--- src/rtl/csr_file_if.sv ---
// Request/response bundle between the decode/EX stage (master) and the CSR file (slave).
// Carries the CSR access, the retire/trap/mret events and the trap-state outputs.
interface csr_if;
    logic [2:0]  csrsel;
    logic        csrread;
    logic        csrwrite;
    logic [11:0] csraddr;
    logic [31:0] rs1_data;
    logic [4:0]  zimm;
    logic        retire;
    logic        trap_valid;
    logic [31:0] trap_pc;
    logic [31:0] trap_cause;
    logic        mret;
    logic [31:0] csr_rdata;
    logic        csr_illegal;
    logic [31:0] mtvec_out;
    logic [31:0] mepc_out;
    logic        mie_global;

    modport master (
        output csrsel, csrread, csrwrite, csraddr, rs1_data, zimm,
        output retire, trap_valid, trap_pc, trap_cause, mret,
        input  csr_rdata, csr_illegal, mtvec_out, mepc_out, mie_global
    );

    modport slave (
        input  csrsel, csrread, csrwrite, csraddr, rs1_data, zimm,
        input  retire, trap_valid, trap_pc, trap_cause, mret,
        output csr_rdata, csr_illegal, mtvec_out, mepc_out, mie_global
    );
endinterface

--- src/rtl/csr_file.sv ---
// Machine-mode CSR file: combinational read of the pre-write value, single-edge commit,
// trap/mret state. Define CSR_COUNTERS_EN to build the 64-bit mcycle/minstret counters.
module csr_file #(
    parameter logic [31:0] HART_ID     = 32'h0,
    parameter logic [31:0] MTVEC_RESET = 32'h0000_0000,
    parameter logic [31:0] MISA_VALUE  = 32'h4000_1100
) (
    input logic  clk,
    input logic  Rst,
    csr_if.slave bus
);
    localparam logic [11:0] ADDR_MSTATUS   = 12'h300;
    localparam logic [11:0] ADDR_MISA      = 12'h301;
    localparam logic [11:0] ADDR_MIE       = 12'h304;
    localparam logic [11:0] ADDR_MTVEC     = 12'h305;
    localparam logic [11:0] ADDR_MSCRATCH  = 12'h340;
    localparam logic [11:0] ADDR_MEPC      = 12'h341;
    localparam logic [11:0] ADDR_MCAUSE    = 12'h342;
    localparam logic [11:0] ADDR_MCYCLE    = 12'hB00;
    localparam logic [11:0] ADDR_MCYCLEH   = 12'hB80;
    localparam logic [11:0] ADDR_MINSTRET  = 12'hB02;
    localparam logic [11:0] ADDR_MINSTRETH = 12'hB82;
    localparam logic [11:0] ADDR_MHARTID   = 12'hF14;

    localparam logic [31:0] MIE_MASK     = 32'h0000_0888;
    localparam logic [31:0] ALIGN_MASK   = 32'hFFFF_FFFC;
    localparam logic [31:0] MTVEC_INIT   = MTVEC_RESET & ALIGN_MASK;

    logic        mstatus_mie_q,  mstatus_mie_d;
    logic        mstatus_mpie_q, mstatus_mpie_d;
    logic [31:0] mie_q,      mie_d;
    logic [31:0] mtvec_q,    mtvec_d;
    logic [31:0] mscratch_q, mscratch_d;
    logic [31:0] mepc_q,     mepc_d;
    logic [31:0] mcause_q,   mcause_d;

    logic [31:0] cycle_lo, cycle_hi;
    logic [31:0] instret_lo, instret_hi;

    logic        access;
    logic        addr_mapped;
    logic [31:0] read_value;
    logic        illegal;
    logic [31:0] src;
    logic [31:0] wdata;
    logic        wr_en;

    // ------------------------------------------------------------------
    // Read path and legality
    // ------------------------------------------------------------------
    assign access = bus.csrread | bus.csrwrite;

    always_comb begin
        read_value  = '0;
        addr_mapped = 1'b1;
        case (bus.csraddr)
            ADDR_MSTATUS:   read_value = {19'b0, 2'b11, 3'b0, mstatus_mpie_q, 3'b0, mstatus_mie_q, 3'b0};
            ADDR_MISA:      read_value = MISA_VALUE;
            ADDR_MIE:       read_value = mie_q;
            ADDR_MTVEC:     read_value = mtvec_q;
            ADDR_MSCRATCH:  read_value = mscratch_q;
            ADDR_MEPC:      read_value = mepc_q;
            ADDR_MCAUSE:    read_value = mcause_q;
            ADDR_MCYCLE:    read_value = cycle_lo;
            ADDR_MCYCLEH:   read_value = cycle_hi;
            ADDR_MINSTRET:  read_value = instret_lo;
            ADDR_MINSTRETH: read_value = instret_hi;
            ADDR_MHARTID:   read_value = HART_ID;
            default:        addr_mapped = 1'b0;
        endcase
    end

    assign illegal = access & (~addr_mapped
                               | (bus.csrwrite & (bus.csraddr[11:10] == 2'b11))
                               | (bus.csrsel[1:0] == 2'b00));

    assign bus.csr_rdata   = access ? read_value : 32'h0;
    assign bus.csr_illegal = illegal;

    // ------------------------------------------------------------------
    // Write data: RW / RS / RC on register or zero-extended immediate
    // ------------------------------------------------------------------
    assign src = bus.csrsel[2] ? {27'b0, bus.zimm} : bus.rs1_data;

    always_comb begin
        wdata = read_value;
        case (bus.csrsel[1:0])
            2'b01:   wdata = src;
            2'b10:   wdata = read_value | src;
            2'b11:   wdata = read_value & ~src;
            default: wdata = read_value;
        endcase
    end

    // A trap in the same cycle swallows the CSR write entirely.
    assign wr_en = bus.csrwrite & ~illegal & ~bus.trap_valid;

    // ------------------------------------------------------------------
    // Next-state for the non-counter CSRs
    // ------------------------------------------------------------------
    always_comb begin
        mstatus_mie_d  = mstatus_mie_q;
        mstatus_mpie_d = mstatus_mpie_q;
        mie_d          = mie_q;
        mtvec_d        = mtvec_q;
        mscratch_d     = mscratch_q;
        mepc_d         = mepc_q;
        mcause_d       = mcause_q;

        if (bus.trap_valid) begin
            mepc_d         = bus.trap_pc & ALIGN_MASK;
            mcause_d       = bus.trap_cause;
            mstatus_mpie_d = mstatus_mie_q;
            mstatus_mie_d  = 1'b0;
        end else if (bus.mret) begin
            mstatus_mie_d  = mstatus_mpie_q;
            mstatus_mpie_d = 1'b1;
        end

        if (wr_en) begin
            case (bus.csraddr)
                ADDR_MSTATUS: begin
                    // mret owns mstatus in the cycle it executes.
                    if (!bus.mret) begin
                        mstatus_mie_d  = wdata[3];
                        mstatus_mpie_d = wdata[7];
                    end
                end
                ADDR_MIE:      mie_d      = wdata & MIE_MASK;
                ADDR_MTVEC:    mtvec_d    = wdata & ALIGN_MASK;
                ADDR_MSCRATCH: mscratch_d = wdata;
                ADDR_MEPC:     mepc_d     = wdata & ALIGN_MASK;
                ADDR_MCAUSE:   mcause_d   = wdata;
                default:       ;
            endcase
        end
    end

    always_ff @(posedge clk or posedge Rst) begin
        if (Rst) begin
            mstatus_mie_q  <= 1'b0;
            mstatus_mpie_q <= 1'b0;
            mie_q          <= '0;
            mtvec_q        <= MTVEC_INIT;
            mscratch_q     <= '0;
            mepc_q         <= '0;
            mcause_q       <= '0;
        end else begin
            mstatus_mie_q  <= mstatus_mie_d;
            mstatus_mpie_q <= mstatus_mpie_d;
            mie_q          <= mie_d;
            mtvec_q        <= mtvec_d;
            mscratch_q     <= mscratch_d;
            mepc_q         <= mepc_d;
            mcause_q       <= mcause_d;
        end
    end

    // ------------------------------------------------------------------
    // 64-bit counters
    // ------------------------------------------------------------------
`ifdef CSR_COUNTERS_EN
    logic [63:0] mcycle_q,   mcycle_d;
    logic [63:0] minstret_q, minstret_d;

    // A written half takes the write data; writing low suppresses the carry into high,
    // writing high drops any carry out of the still-incrementing low half.
    function automatic logic [63:0] counter_next(
        input logic [63:0] cur,
        input logic        inc,
        input logic        wr_lo,
        input logic        wr_hi,
        input logic [31:0] wd
    );
        logic [32:0] lo_sum;
        logic [31:0] hi_sum;
        lo_sum = {1'b0, cur[31:0]} + {32'b0, inc};
        hi_sum = cur[63:32] + {31'b0, lo_sum[32]};
        if (wr_lo) begin
            return {cur[63:32], wd};
        end
        if (wr_hi) begin
            return {wd, lo_sum[31:0]};
        end
        return {hi_sum, lo_sum[31:0]};
    endfunction

    always_comb begin
        mcycle_d   = counter_next(mcycle_q, 1'b1,
                                  wr_en && (bus.csraddr == ADDR_MCYCLE),
                                  wr_en && (bus.csraddr == ADDR_MCYCLEH), wdata);
        minstret_d = counter_next(minstret_q, bus.retire,
                                  wr_en && (bus.csraddr == ADDR_MINSTRET),
                                  wr_en && (bus.csraddr == ADDR_MINSTRETH), wdata);
    end

    always_ff @(posedge clk or posedge Rst) begin
        if (Rst) begin
            mcycle_q   <= '0;
            minstret_q <= '0;
        end else begin
            mcycle_q   <= mcycle_d;
            minstret_q <= minstret_d;
        end
    end

    assign cycle_lo   = mcycle_q[31:0];
    assign cycle_hi   = mcycle_q[63:32];
    assign instret_lo = minstret_q[31:0];
    assign instret_hi = minstret_q[63:32];
`else
    logic unused_retire;

    assign unused_retire = bus.retire;
    assign cycle_lo      = '0;
    assign cycle_hi      = '0;
    assign instret_lo    = '0;
    assign instret_hi    = '0;
`endif

    assign bus.mtvec_out  = mtvec_q;
    assign bus.mepc_out   = mepc_q;
    assign bus.mie_global = mstatus_mie_q;

endmodule

--- src/flat_wrapper.sv ---
// flat-port wrapper written by rule: the top's interface ports become plain ports
module csr_file_flat 
#(
    parameter logic [31:0] HART_ID     = 32'h0,
    parameter logic [31:0] MTVEC_RESET = 32'h0000_0000,
    parameter logic [31:0] MISA_VALUE  = 32'h4000_1100
)
  (clk, Rst, bus_csrsel, bus_csrread, bus_csrwrite, bus_csraddr, bus_rs1_data, bus_zimm, bus_retire, bus_trap_valid, bus_trap_pc, bus_trap_cause, bus_mret, bus_csr_rdata, bus_csr_illegal, bus_mtvec_out, bus_mepc_out, bus_mie_global);
  csr_if bus_i ();
  input logic clk;
  input logic Rst;
  input wire logic [$bits(bus_i.csrsel)-1:0] bus_csrsel;
  input wire logic [$bits(bus_i.csrread)-1:0] bus_csrread;
  input wire logic [$bits(bus_i.csrwrite)-1:0] bus_csrwrite;
  input wire logic [$bits(bus_i.csraddr)-1:0] bus_csraddr;
  input wire logic [$bits(bus_i.rs1_data)-1:0] bus_rs1_data;
  input wire logic [$bits(bus_i.zimm)-1:0] bus_zimm;
  input wire logic [$bits(bus_i.retire)-1:0] bus_retire;
  input wire logic [$bits(bus_i.trap_valid)-1:0] bus_trap_valid;
  input wire logic [$bits(bus_i.trap_pc)-1:0] bus_trap_pc;
  input wire logic [$bits(bus_i.trap_cause)-1:0] bus_trap_cause;
  input wire logic [$bits(bus_i.mret)-1:0] bus_mret;
  output wire logic [$bits(bus_i.csr_rdata)-1:0] bus_csr_rdata;
  output wire logic [$bits(bus_i.csr_illegal)-1:0] bus_csr_illegal;
  output wire logic [$bits(bus_i.mtvec_out)-1:0] bus_mtvec_out;
  output wire logic [$bits(bus_i.mepc_out)-1:0] bus_mepc_out;
  output wire logic [$bits(bus_i.mie_global)-1:0] bus_mie_global;
  assign bus_i.csrsel = bus_csrsel;
  assign bus_i.csrread = bus_csrread;
  assign bus_i.csrwrite = bus_csrwrite;
  assign bus_i.csraddr = bus_csraddr;
  assign bus_i.rs1_data = bus_rs1_data;
  assign bus_i.zimm = bus_zimm;
  assign bus_i.retire = bus_retire;
  assign bus_i.trap_valid = bus_trap_valid;
  assign bus_i.trap_pc = bus_trap_pc;
  assign bus_i.trap_cause = bus_trap_cause;
  assign bus_i.mret = bus_mret;
  assign bus_csr_rdata = bus_i.csr_rdata;
  assign bus_csr_illegal = bus_i.csr_illegal;
  assign bus_mtvec_out = bus_i.mtvec_out;
  assign bus_mepc_out = bus_i.mepc_out;
  assign bus_mie_global = bus_i.mie_global;
  csr_file #(.HART_ID(HART_ID), .MTVEC_RESET(MTVEC_RESET), .MISA_VALUE(MISA_VALUE)) u_core (.clk(clk), .Rst(Rst), .bus(bus_i));
endmodule
--- config.mk ---
export PLATFORM = sky130hd
export DESIGN_NAME = csr_file_flat
export DESIGN_NICKNAME = d
export VERILOG_FILES = /design/src/rtl/csr_file_if.sv /design/src/rtl/csr_file.sv /design/src/flat_wrapper.sv
export SDC_FILE = /design/constraint.sdc
export NUM_CORES = 1
export LEC_CHECK = 0
export BUFFER_PORTS_ARGS = -buffer_cell sky130_fd_sc_hd__buf_2
export CAP_MARGIN = 40
export CORE_MARGIN = 5
export CORE_UTILIZATION = 40
export DETAILED_ROUTE_END_ITERATION = 8
export PLACE_DENSITY = 0.69
export RECOVER_POWER = 25
export SYNTH_ARGS = -nofsm -noshare
export SYNTH_HDL_FRONTEND = slang
export SYNTH_SLANG_ARGS = --single-unit
--- constraint.sdc ---
create_clock -name clk -period 6.3 [get_ports clk]
set_clock_uncertainty 0.05 [all_clocks]
set_input_delay 1.26 -clock clk [delete_from_list [all_inputs] [get_ports clk]]
set_output_delay 1.26 -clock clk [all_outputs]
set_load 0.1 [all_outputs]
==> results of run 1 <==
[through the flow]
step | cell area (sq um) | power (mW) | cells
global route | 9660 | 2.43 | 1339
detailed placement | 9070 | 1.36 | 1307
CTS | 9660 | 2.36 | 1339
finish | 9660 | 2.34 | 1339
global placement | 9000 | 1.35 | 1302
floorplan | 7770 | 1.24 | 886
[final cells by class]
type	instances	area [sq um]
Timing Repair Buffer	236	1280
Clock buffer	20	457
Tap cell	265	332
Sequential cell	131	3280
Inverter	6	23.8
Clock inverter	12	131
Fill cell	1903	9610
Multi-Input combinational cell	669	4150
[critical path: cells and delay by family]
kind	cells	cell delay, ps
compound gates	1	190
simple gates	3	470
buf+inv	4	1760
[sequential cells by signal, summed over array words and instances (netlist names)]
signal and count:
u_core.mscratch_q 32, u_core.bus.mepc_out 32, u_core.bus.mtvec_out 30, u_core.mcause_q 32, u_core.mstatus_mpie_q 1, u_core.mie_q 3
u_core.bus.mie_global 1
[worst max path at each step]
stage / startpoint / endpoint / cells past startpoint
floorplan: bus_csraddr[2] / bus_csr_rdata[0] / 5
global placement: bus_csraddr[0] / bus_csr_rdata[7] / 7
detailed placement: bus_csraddr[0] / bus_csr_rdata[7] / 8
CTS: bus_csraddr[0] / bus_csr_rdata[7] / 8
global route: Rst / u_core.mscratch_q[18] / 3
finish: bus_csraddr[0] / bus_csr_rdata[7] / 8
[placed cells by master, fill, tap and decap left out, types with 4 or more instances in the layout]
cell type / instances
a211oi_1: 62
nor2b_1: 88
o21ai_0: 50
dfrtp_1: 131
clkinvlp_4: 4
buf_4: 16
o21ai_2: 15
xor2_1: 5
a22oi_1: 28
clkbuf_16: 17
nand2_1: 125
buf_2: 215
inv_1: 5
o2bb2ai_1: 4
o21ai_1: 26
nand2b_1: 8
mux2i_1: 41
nor2_1: 38
xnor2_1: 22
a21oi_1: 68
a22o_1: 26
or2_2: 5
[power by group through the flow]
| stage | registers [mW] | clock network (mW) | logic, mW |
|---|---|---|---|
| CTS | 0.902 | 1.01 | 0.447 |
| floorplan | 1.04 | 0 | 0.197 |
| global route | 0.907 | 1.05 | 0.477 |
| finish | 0.903 | 0.990 | 0.446 |
| detailed placement | 0.917 | 0 | 0.445 |
| global placement | 0.916 | 0 | 0.436 |
[layer usage]
layer	vias to the layer above	track usage [%]	share of wire [%]
met3	36	5.41	6.5
li1	3516	-	-
met2	311	37.5	48
met5	-	0	0
met1	3580	31.4	44
met4	0	5.40	1.5
[cells in the mapped netlist (all sizes together), types with 3 or more instances]
library cell / number / area, sq um
o22ai: 3 / 18.8
or2: 5 / 31.3
a211oi: 62 / 465
a21oi: 68 / 340
nand3b: 3 / 22.5
buf: 28 / 169
or4: 3 / 26.3
a22oi: 28 / 210
nor4: 5 / 31.3
nand2b: 9 / 56.3
inv: 6 / 22.5
nor3b: 4 / 30.0
clkbuf: 52 / 196
o211ai: 3 / 22.5
nor2b: 89 / 557
xor2: 5 / 43.8
nor3: 5 / 30.0
a22o: 26 / 228
nor2: 39 / 146
xnor2: 22 / 193
o2bb2ai: 4 / 35.0
o21ai: 91 / 512
mux2i: 41 / 410
nand4bb: 3 / 33.8
nand2: 125 / 469
dfrtp: 131 / 3280
[cell families (layout without fill, tap and decap cells)]
group                     Yosys count  in the layout  share of synthesized area [%]
DFF                               131            131                           42.2
and+or+nand+nor                   298            298                           19.1
other                               1              2                         0.0483
xor gates and xnor gates           27             27                           3.04
buffers and inverters              86            274                           4.99
AOI/OAI and AO/OA                 301            301                           25.3
muxes                              41             41                           5.28
==> results.md, run 1 <==
* Status: finished, violations left
* Failing checks: capacitance limit, slew limit
* Setup bufs post-CTS at 0
* CP max-delay cell: buf_2
* Final Slew Violations at between 80 and 90
* Cells after synthesis at between 800 and 900
* DRC viols at 0
* DP Wirelength at 17200 microns
* Sw Share at 31.0%
* Clk pin slew, worst setup/hold paths at ~60 ps
* Io pins at between 200 and 250
* Synth-to-layout area growth at 24.3%
* Via density at 5.56
* Drt total wl at 26000 microns
* GRT Total Usage at a little under a quarter
* Grt total ovfl at 0
* Worst-Skew Late Latency at 420 ps
* CTS Buffer Depth at 2
* Core Util, Final at about half
* Final nets at 1184
* Initial Util at ~40%
* Min Tclk post-route at 5010 ps
* Worst slew margin at -143%
* Initial DRC Count at 461
* Library cells used by synthesis at 52
* HP Start: u_core.mscratch_q[26]
* Share of cells above drive strength 1 at 27.9%
* Psw at about 0.72 mW
* Asr flop ratio synth at 100%
* # diodes at 0
* Crit start category: input pin
* Gpl congestion at ~0.85
* YS warnings at 0
* H-tree levels at 4
* Post-CTS Resized at 0
* Lkg Pwr at 4.46 nW
* # clock sinks at 131
* Hold Buf Count CTS at 0
* First-pass GRT wire length at approximately 40000 microns
* Number of global-route vias before repair at a little over 7k
* Worst Setup End Kind: output pin
* Slew at the pin with the worst max-slew slack at 3630 ps
* Synthesized flop and latch total at around 130
* Max cap viols at 1
* Reg-to-reg startpoint: u_core.bus.mie_global
* Avg Inst Size Synth at approximately 8.8 sq um
* Worst hold slack at 425 ps
* CTS Buf Count at 17
* Final WS setup at 1290 ps
* Worst R2R Path Depth at 6
* Port Buf Inserts at 215
* Worst path cell trace: buf_2 > buf_4 > nand3b_1 > nor4_2 > buf_4 > nand2_1 > a21oi_1 > buf_2
* Mapped Area at 7770 sq um
* PD cells at 242 nW/um^2
* Row count at 51
* Worst Path Required at 4990 ps
* CTS root buffer: clkbuf_16
* Chip Height at 149 microns
* WP data arrival at 3700 ps
* Final antenna-violating net count at 0
* Max rail drop VDD at 0.000178 V
* Power share of the sequential group at 38.6%
* Total internal power at about 1.6 mW
* TNS Setup at 0 ps
* Chip width at around 150 microns
* Synth Flop Type: dfrtp_1
* Post-Place Worst Slack at 1320 ps
* EDFF count, synth at 0
* Hold EP: u_core.mscratch_q[26]
* Worst Hold Path Cells at 2
* Fraction of power consumed by the clock network at about 42%
* Final Hold Fails at 0
* Average wire per standard cell at between 15 and 20 microns
* Die area at approximately 22000 sq um
* Comb pwr share at 19.1%
* TritonCTS clock tree: built
* CP Max Fanout at 24
* Final setup fails at 0
* DR vias at 7443
* Largest net degree at the start of global routing at 85
* Fin crit share at 79.6%
* TritonRoute pass-1 iters at 5
* Initial antenna violation count at 0
* Flop2flop setup slack at 4590 ps
* Fmax at 0.199 GHz
* Critical path's largest stage delay at 600 ps
* CP Class: input pin to output pin
* RSZ-0062 raised after global routing: false
* Hold WC Path Type: register to register
* FF-to-FF End: u_core.bus.mie_global
* Sequential area share after synthesis at 42.2%
* CORE AREA at 19300 sq um
Note: power is estimated with default switching activity, not from simulation.
==> inputs of run 2 (changes only) <==
- ABC_AREA: default -> 1
- clock period: 6.3 -> 5 ns (I/O delays scaled with it)
==> run 2 against run 1 <==
- the flow still finishes with violations (capacitance limit, slew limit)
- die area increased by 3.9%
- final cell count increased by 25%
- final area increased by 4.0%
- utilization decreased by 0.17 points
- non-clock buffer count decreased by 2
- register-to-register slack got worse by 1000 ps
- clock-buffer cell count decreased by 1
- worst setup slack got worse by 460 ps
- worst hold slack got worse by 5.7 ps
- flip-flop and latch count unchanged
- highest routed layer is now met5
==> results.md, run 2 <==
* First-pass GRT wire length at 42500 microns
* H-tree levels at 4
* Setup bufs post-CTS at 0
* Gpl congestion at 0.846
* Failing checks: capacitance limit, slew limit
* Power share of the sequential group at about two fifths
* GRT Total Usage at 22.7%
* TNS Setup at 0 ps
* Lkg Pwr at 5.74 nW
* Worst Path Required at just under 4000 ps
* Library cells used by synthesis at 30
* Chip width at 152 microns
* Chip Height at 152 microns
* Slew at the pin with the worst max-slew slack at about 2000 ps
* DRC viols at 0
* Number of global-route vias before repair at 8053
* Adder-Cell Fraction of Synth Area at 0%
* CP Class: input pin to output pin
* DR vias at between 8k and 9k
* Final Slew Violations at 45
* Commonest non-fill, non-tap cell in the layout: nand2_1
* Fin crit share at 83.5%
* Grt total ovfl at 0
* Initial DRC Count at 532
* Largest family of logic cells by synthesized area: simple AND/OR/NAND/NOR gates
* Synth Flop Type: dfrtp_1
* CORE AREA at 20100 sq um
* Fraction of power consumed by the clock network at between 40% and 50%
* Count leader, synth: nand2_1
* EDFF count, synth at 0
* TritonRoute pass-1 iters at 7
* Pwr Total at 2.87 mW
* Initial antenna violation count at 4
* Fmax at 0.240 GHz
* RSZ-0062 raised after global routing: false
* Min Tclk post-route at around 4200 ps
* Final setup fails at 0
* CTS Buf Count at 17
* Worst slew margin at -31.7%
* Drt total wl at between 20000 and 30000 microns
* XOR/XNOR Fraction of Synth Area at 0.108%
* Share of cells above drive strength 1 at 20.6%
* Post-CTS Resized at 0
* CP Max Fanout at 11
* CTS Buffer Depth at 2
* Final nets at 1511
* Row count at 52
* YS warnings at 0
* DP Wirelength at around 18000 microns
* # clock sinks at 131
* Simple logic cell fraction of the synthesized area at 31.9%
* Average wire per standard cell at 15.9 microns
* PD cells at 286 nW/um^2
* Worst path cell trace: buf_2 > nor2_1 > nand2_1 > nor2_1 > nand2_1 > o21ai_0 > inv_1 > a21oi_1 > buf_2
* Crit start category: input pin
* Hold WC Path Type: register to register
* Port Buf Inserts at between 200 and 250
* Io pins at around 220
* Synth-to-layout area growth at 24.1%
* Synthesized flop and latch total at ~130
* Clk pin slew, worst setup/hold paths at 50 ps
* Worst hold slack at around 420 ps
* Routed wl met3 at around 2300 microns
* Yosys top cell by area: dfrtp_1
* Critical path's largest stage delay at 460 ps
* Max rail drop VDD at roughly 0.00021 V
* Die area at 23200 sq um
* Worst-Skew Late Latency at 410 ps
* CP max-delay cell: buf_2
* Hold Buf Count CTS at 0
* Post-synthesis mux area share at approximately 7.4%
* Share of the synthesized area in the top cell type at 40.5%
* Avg Inst Size Synth at a little under 7 sq um
* Final Hold Fails at 0
* Highest routed layer: met5
* Via density at a little under 5
* Sequential area share after synthesis at 40.5%
* Initial Util at 40.2%
* DR WL met2 at between 10000 and 15000 microns
* Status: finished, violations left
* Largest cells by area after synthesis: dfrtp_1 41%, nand2_1 18%, nor2_1 10%, mux2i_1 7.4%, inv_1 6.4%
* Worst Setup End Kind: output pin
* Compound-Gate Fraction of Synth Area at 9.68%
* Commonest non-fill, non-tap cells in the layout: 388 x nand2_1, 220 x nor2_1, 213 x buf_2, 138 x inv_1, 131 x dfrtp_1
* Cells after synthesis at 1190
* Max cap viols at 1
* Final antenna-violating net count at 0
* Asr flop ratio synth at 100%
* Met1 wire length at 11500 microns
* Total internal power at between 1.5 and 2 mW
* Psw at 0.923 mW
* Mapped Area at between 8000 and 9000 sq um
* WP data arrival at 3120 ps
* Comb pwr share at a little under 20%
* TritonCTS clock tree: built
* Sw Share at ~32%
* Most frequent cells after synthesis: 388 x nand2_1, 223 x nor2_1, 139 x inv_1, 131 x dfrtp_1, 83 x o21ai_0
* CTS root buffer: clkbuf_16
* Largest net degree at the start of global routing at 46
[run 2: metal layers]
metal	global-route usage, %	vias to the layer above
met4	5.27	6
li1	-	4061
met1	29.8	3798
met2	37.3	344
met5	0	-
met3	6.39	42
[run 2: stage by stage]
stage	utilization (%)	setup WS, ps	cell area [sq um]	std cells
3_5_place_dp	47.3	808	9500	1639
5_1_grt	49.9	570	10000	1671
2_1_floorplan	-	452	8090	1191
3_3_place_gp	46.8	840	9410	1635
4_1_cts	50.0	833	10000	1670
6_report	49.9	826	10000	1671
[run 2: cells by family (layout without fill, tap and decap cells)]
kind of cell / after synthesis / in the layout
mux: 60 / 60
flops: 131 / 131
xor+xnor: 1 / 1
simple gates: 652 / 652
other cells: 1 / 3
buf+inv: 203 / 412
compound gates: 142 / 142
[run 2: power groups by stage]
| stage | sequential, mW | combinational, mW | clock [mW] |
|---|---|---|---|
| after floorplan | 1.34 | 0.215 | 0 |
| after global placement | 1.16 | 0.533 | 0 |
| after detailed placement | 1.17 | 0.553 | 0 |
| after CTS | 1.15 | 0.555 | 1.19 |
| after global routing | 1.16 | 0.596 | 1.23 |
| final | 1.15 | 0.553 | 1.16 |
[run 2: critical path, delay by kind of cell]
kind / cells / cell delay (ps)
AOI/OAI and AO/OA: 2 / 480
and+or+nand+nor: 4 / 980
buffers and inverters: 3 / 650
[run 2: final cells by class]
class / count / area (sq um)
Sequential cell: 131 / 3280
Timing Repair Buffer: 234 / 1280
Tap cell: 270 / 338
Multi-Input combinational cell: 857 / 4040
Clock buffer: 19 / 433
Clock inverter: 12 / 111
Antenna cell: 1 / 2.50
Inverter: 147 / 553
Fill cell: 1984 / 10100
[run 2: worst paths after layout]
| kind | to | cells past startpoint | startpoint | slack, ps |
|---|---|---|---|---|
| min reg2reg | u_core.mscratch_q[4] | 2 | u_core.mscratch_q[4] | 420 |
| max | bus_csr_rdata[7] | 9 | bus_csraddr[7] | 830 |
| max reg2reg | u_core.mcause_q[18] | 6 | u_core.bus.mtvec_out[18] | 3540 |
| min | u_core.mscratch_q[4] | 2 | u_core.mscratch_q[4] | 420 |
| max in group asynchronous | u_core.mie_q[11] | 3 | Rst | 1960 |
| min in group asynchronous | u_core.bus.mepc_out[25] | 2 | Rst | 1020 |
==> inputs of run 3 (changes only) <==
- PLACE_DENSITY: 0.69 -> 0.71
- clock period: 5 -> 3.68 ns (I/O delays scaled with it)
==> run 3 against run 2 <==
- the flow still finishes with violations (capacitance limit, slew limit)
- worst hold slack improved by 5.6 ps
- utilization rose by 3.4 points
- die area did not move
- clock power rose by 58%
- total power rose by 44%
- critical path depth rose by 2
- non-clock buffer count rose by 5
- worst setup slack got worse by 370 ps
- via count rose by 1.0%
- register-to-register slack got worse by 1400 ps
- critical endpoint is now bus_csr_rdata[3]
- largest power group unchanged
==> results.md, run 3 (same netlist as run 2, synthesis figures left out) <==
* Status: finished, violations left
* Failing checks: capacitance limit, slew limit
* Final setup fails at 0
* Delay-heaviest family, CP: simple AND/OR/NAND/NOR gates
* Post-CTS Resized at 0
* HP Start: u_core.mscratch_q[0]
* Crit path buffers/inverters at 5
* CP Class: input pin to output pin
* Drt total wl at 26500 microns
* Commonest non-fill, non-tap cells in the layout: 388 x nand2_1, 194 x nor2_1, 181 x buf_2, 138 x inv_1, 131 x dfrtp_1
* # clock sinks at 131
* Final antenna-violating net count at 0
* CTS root buffer: clkbuf_16
* Io pins at 221
* Commonest non-fill, non-tap cell in the layout: nand2_1
* Chip Height at 152 microns
* Share of cells above drive strength 1 at 23.1%
* WP data arrival at 2440 ps
* Max cap viols at 1
* Lkg Pwr at a little under 6 nW
* Flop2flop setup slack at 2180 ps
* Synth-to-layout area growth at 32.4%
* CTS Buf Count at 17
* Worst Hold Path Cells at 2
* Row count at 52
* CP Max Fanout at 4
* Crit start category: input pin
* Grt total ovfl at 0
* Worst Setup End Kind: output pin
* Largest net degree at the start of global routing at 132
* Worst path cell trace: buf_2 > inv_1 > nand2_1 > nor2_1 > inv_1 > nor2_1 > nand2_1 > nand2_1 > inv_1 > a21oi_2 > buf_2
* Hold Buf Count CTS at 0
* Slew at the pin with the worst max-slew slack at 1870 ps
* Worst Path Required at 2890 ps
* Final nets at about 1.5k
* Initial antenna violation count at 5
* CORE AREA at 20100 sq um
* Final Hold Fails at 0
* Hold WC Path Type: register to register
* Critical path's largest stage delay at 440 ps
* Setup bufs post-CTS at 0
* DP Wirelength at 18300 microns
* Port Buf Inserts at 215
* CP max-delay cell: buf_2
* RSZ-0062 raised after global routing: false
* Fmax at between 0.3 and 0.4 GHz
* First-pass GRT wire length at around 42000 microns
* Max rail drop VDD at 0.000325 V
* Initial Util at 40.2%
* Worst R2R Path Depth at 6
* DRC viols at 0
* Post-Place Worst Slack at 490 ps
* Final Slew Violations at 132
* TNS Setup at 0 ps
* Chip width at 152 microns
* GRT Total Usage at 22.4%
* Final WS setup at approximately 450 ps
* Reg-to-reg startpoint: u_core.bus.mtvec_out[21]
* Hold EP: u_core.mscratch_q[0]
* Gpl congestion at 0.852
* CTS Buffer Depth at 2
* Worst-Skew Late Latency at 420 ps
* Fill cells at roughly 1.9k
* TritonCTS clock tree: built
* Fin crit share at 87.7%
* Min Tclk post-route at 3230 ps
* FF-to-FF End: u_core.bus.mtvec_out[21]
* Initial DRC Count at 469
* Via density at just under 5
* Worst slew margin at -24.6%
* TritonRoute pass-1 iters at 7
* H-tree levels at 4
* DR vias at 8337
* Number of global-route vias before repair at ~8k
* PD cells at slightly below 400 nW/um^2
* Die area at 23200 sq um
* Average wire per standard cell at between 15 and 20 microns
* Clk pin slew, worst setup/hold paths at 60 ps
[run 3: cell types whose count changed in the layout (fill, tap and decap cells not counted), sizes merged]
cell | previous run | this run
clkbuf | 22 | 19
diode | 1 | 2
clkinv | 8 | 10
buf | 231 | 237
clkinvlp | 4 | 2
bufinv | 1 | 4
[run 3: layout make-up]
class	count	area, sq um	share of cell area, %
multi-input cells	857	4120	38.4
clock inverters	15	208	1.94
flip-flops and latches	131	3280	30.6
clock buffers	17	425	3.97
diodes	2	5.00	0.0467
inverters	147	556	5.18
well taps	270	338	3.15
repair buffers	239	1790	16.7
[run 3: worst min-delay path: stages (launching register included)]
cell	delay, ps
dfrtp_1	340
nand2_1	50
nand2_1	50
[run 3: worst max path at each step]
| stage | depth (start not counted) | start | end | slack, ps |
|---|---|---|---|---|
| after floorplan | 11 | bus_csraddr[9] | bus_csr_illegal | 30 |
| after global placement | 11 | bus_csraddr[3] | bus_csr_rdata[3] | 510 |
| after detailed placement | 12 | bus_csraddr[9] | bus_csr_illegal | 490 |
| after CTS | 12 | bus_csraddr[9] | bus_csr_illegal | 480 |
| after global routing | 11 | bus_csraddr[1] | bus_csr_rdata[3] | 320 |
| final | 11 | bus_csraddr[1] | bus_csr_rdata[3] | 450 |
[run 3: power by group]
part	internal [mW]	switching (mW)
sequential	1.51	0.0480
clock	1.14	0.694
combinational	0.196	0.548
[run 3: through the flow]
| step | util [%] | power, mW | hold slack, ps | instances | area [sq um] |
|---|---|---|---|---|---|
| 2_1_floorplan | - | 2.12 | 392 | 1191 | 8170 |
| 3_3_place_gp | 50.2 | 2.32 | 403 | 1644 | 10100 |
| 3_5_place_dp | 50.2 | 2.33 | 409 | 1644 | 10100 |
| 4_1_cts | 53.3 | 4.16 | 424 | 1676 | 10700 |
| 5_1_grt | 53.3 | 4.30 | 444 | 1678 | 10700 |
| 6_report | 53.3 | 4.14 | 425 | 1678 | 10700 |
[run 3: per-layer routing]
layer | part of all wire, % | vias up | global-route usage (%)
li1 | - | 4071 | -
met3 | 8.1 | 42 | 6.33
met5 | 0.14 | - | 0
met2 | 47 | 349 | 36.7
met4 | 1.6 | 6 | 5.27
met1 | 43 | 3869 | 29.6
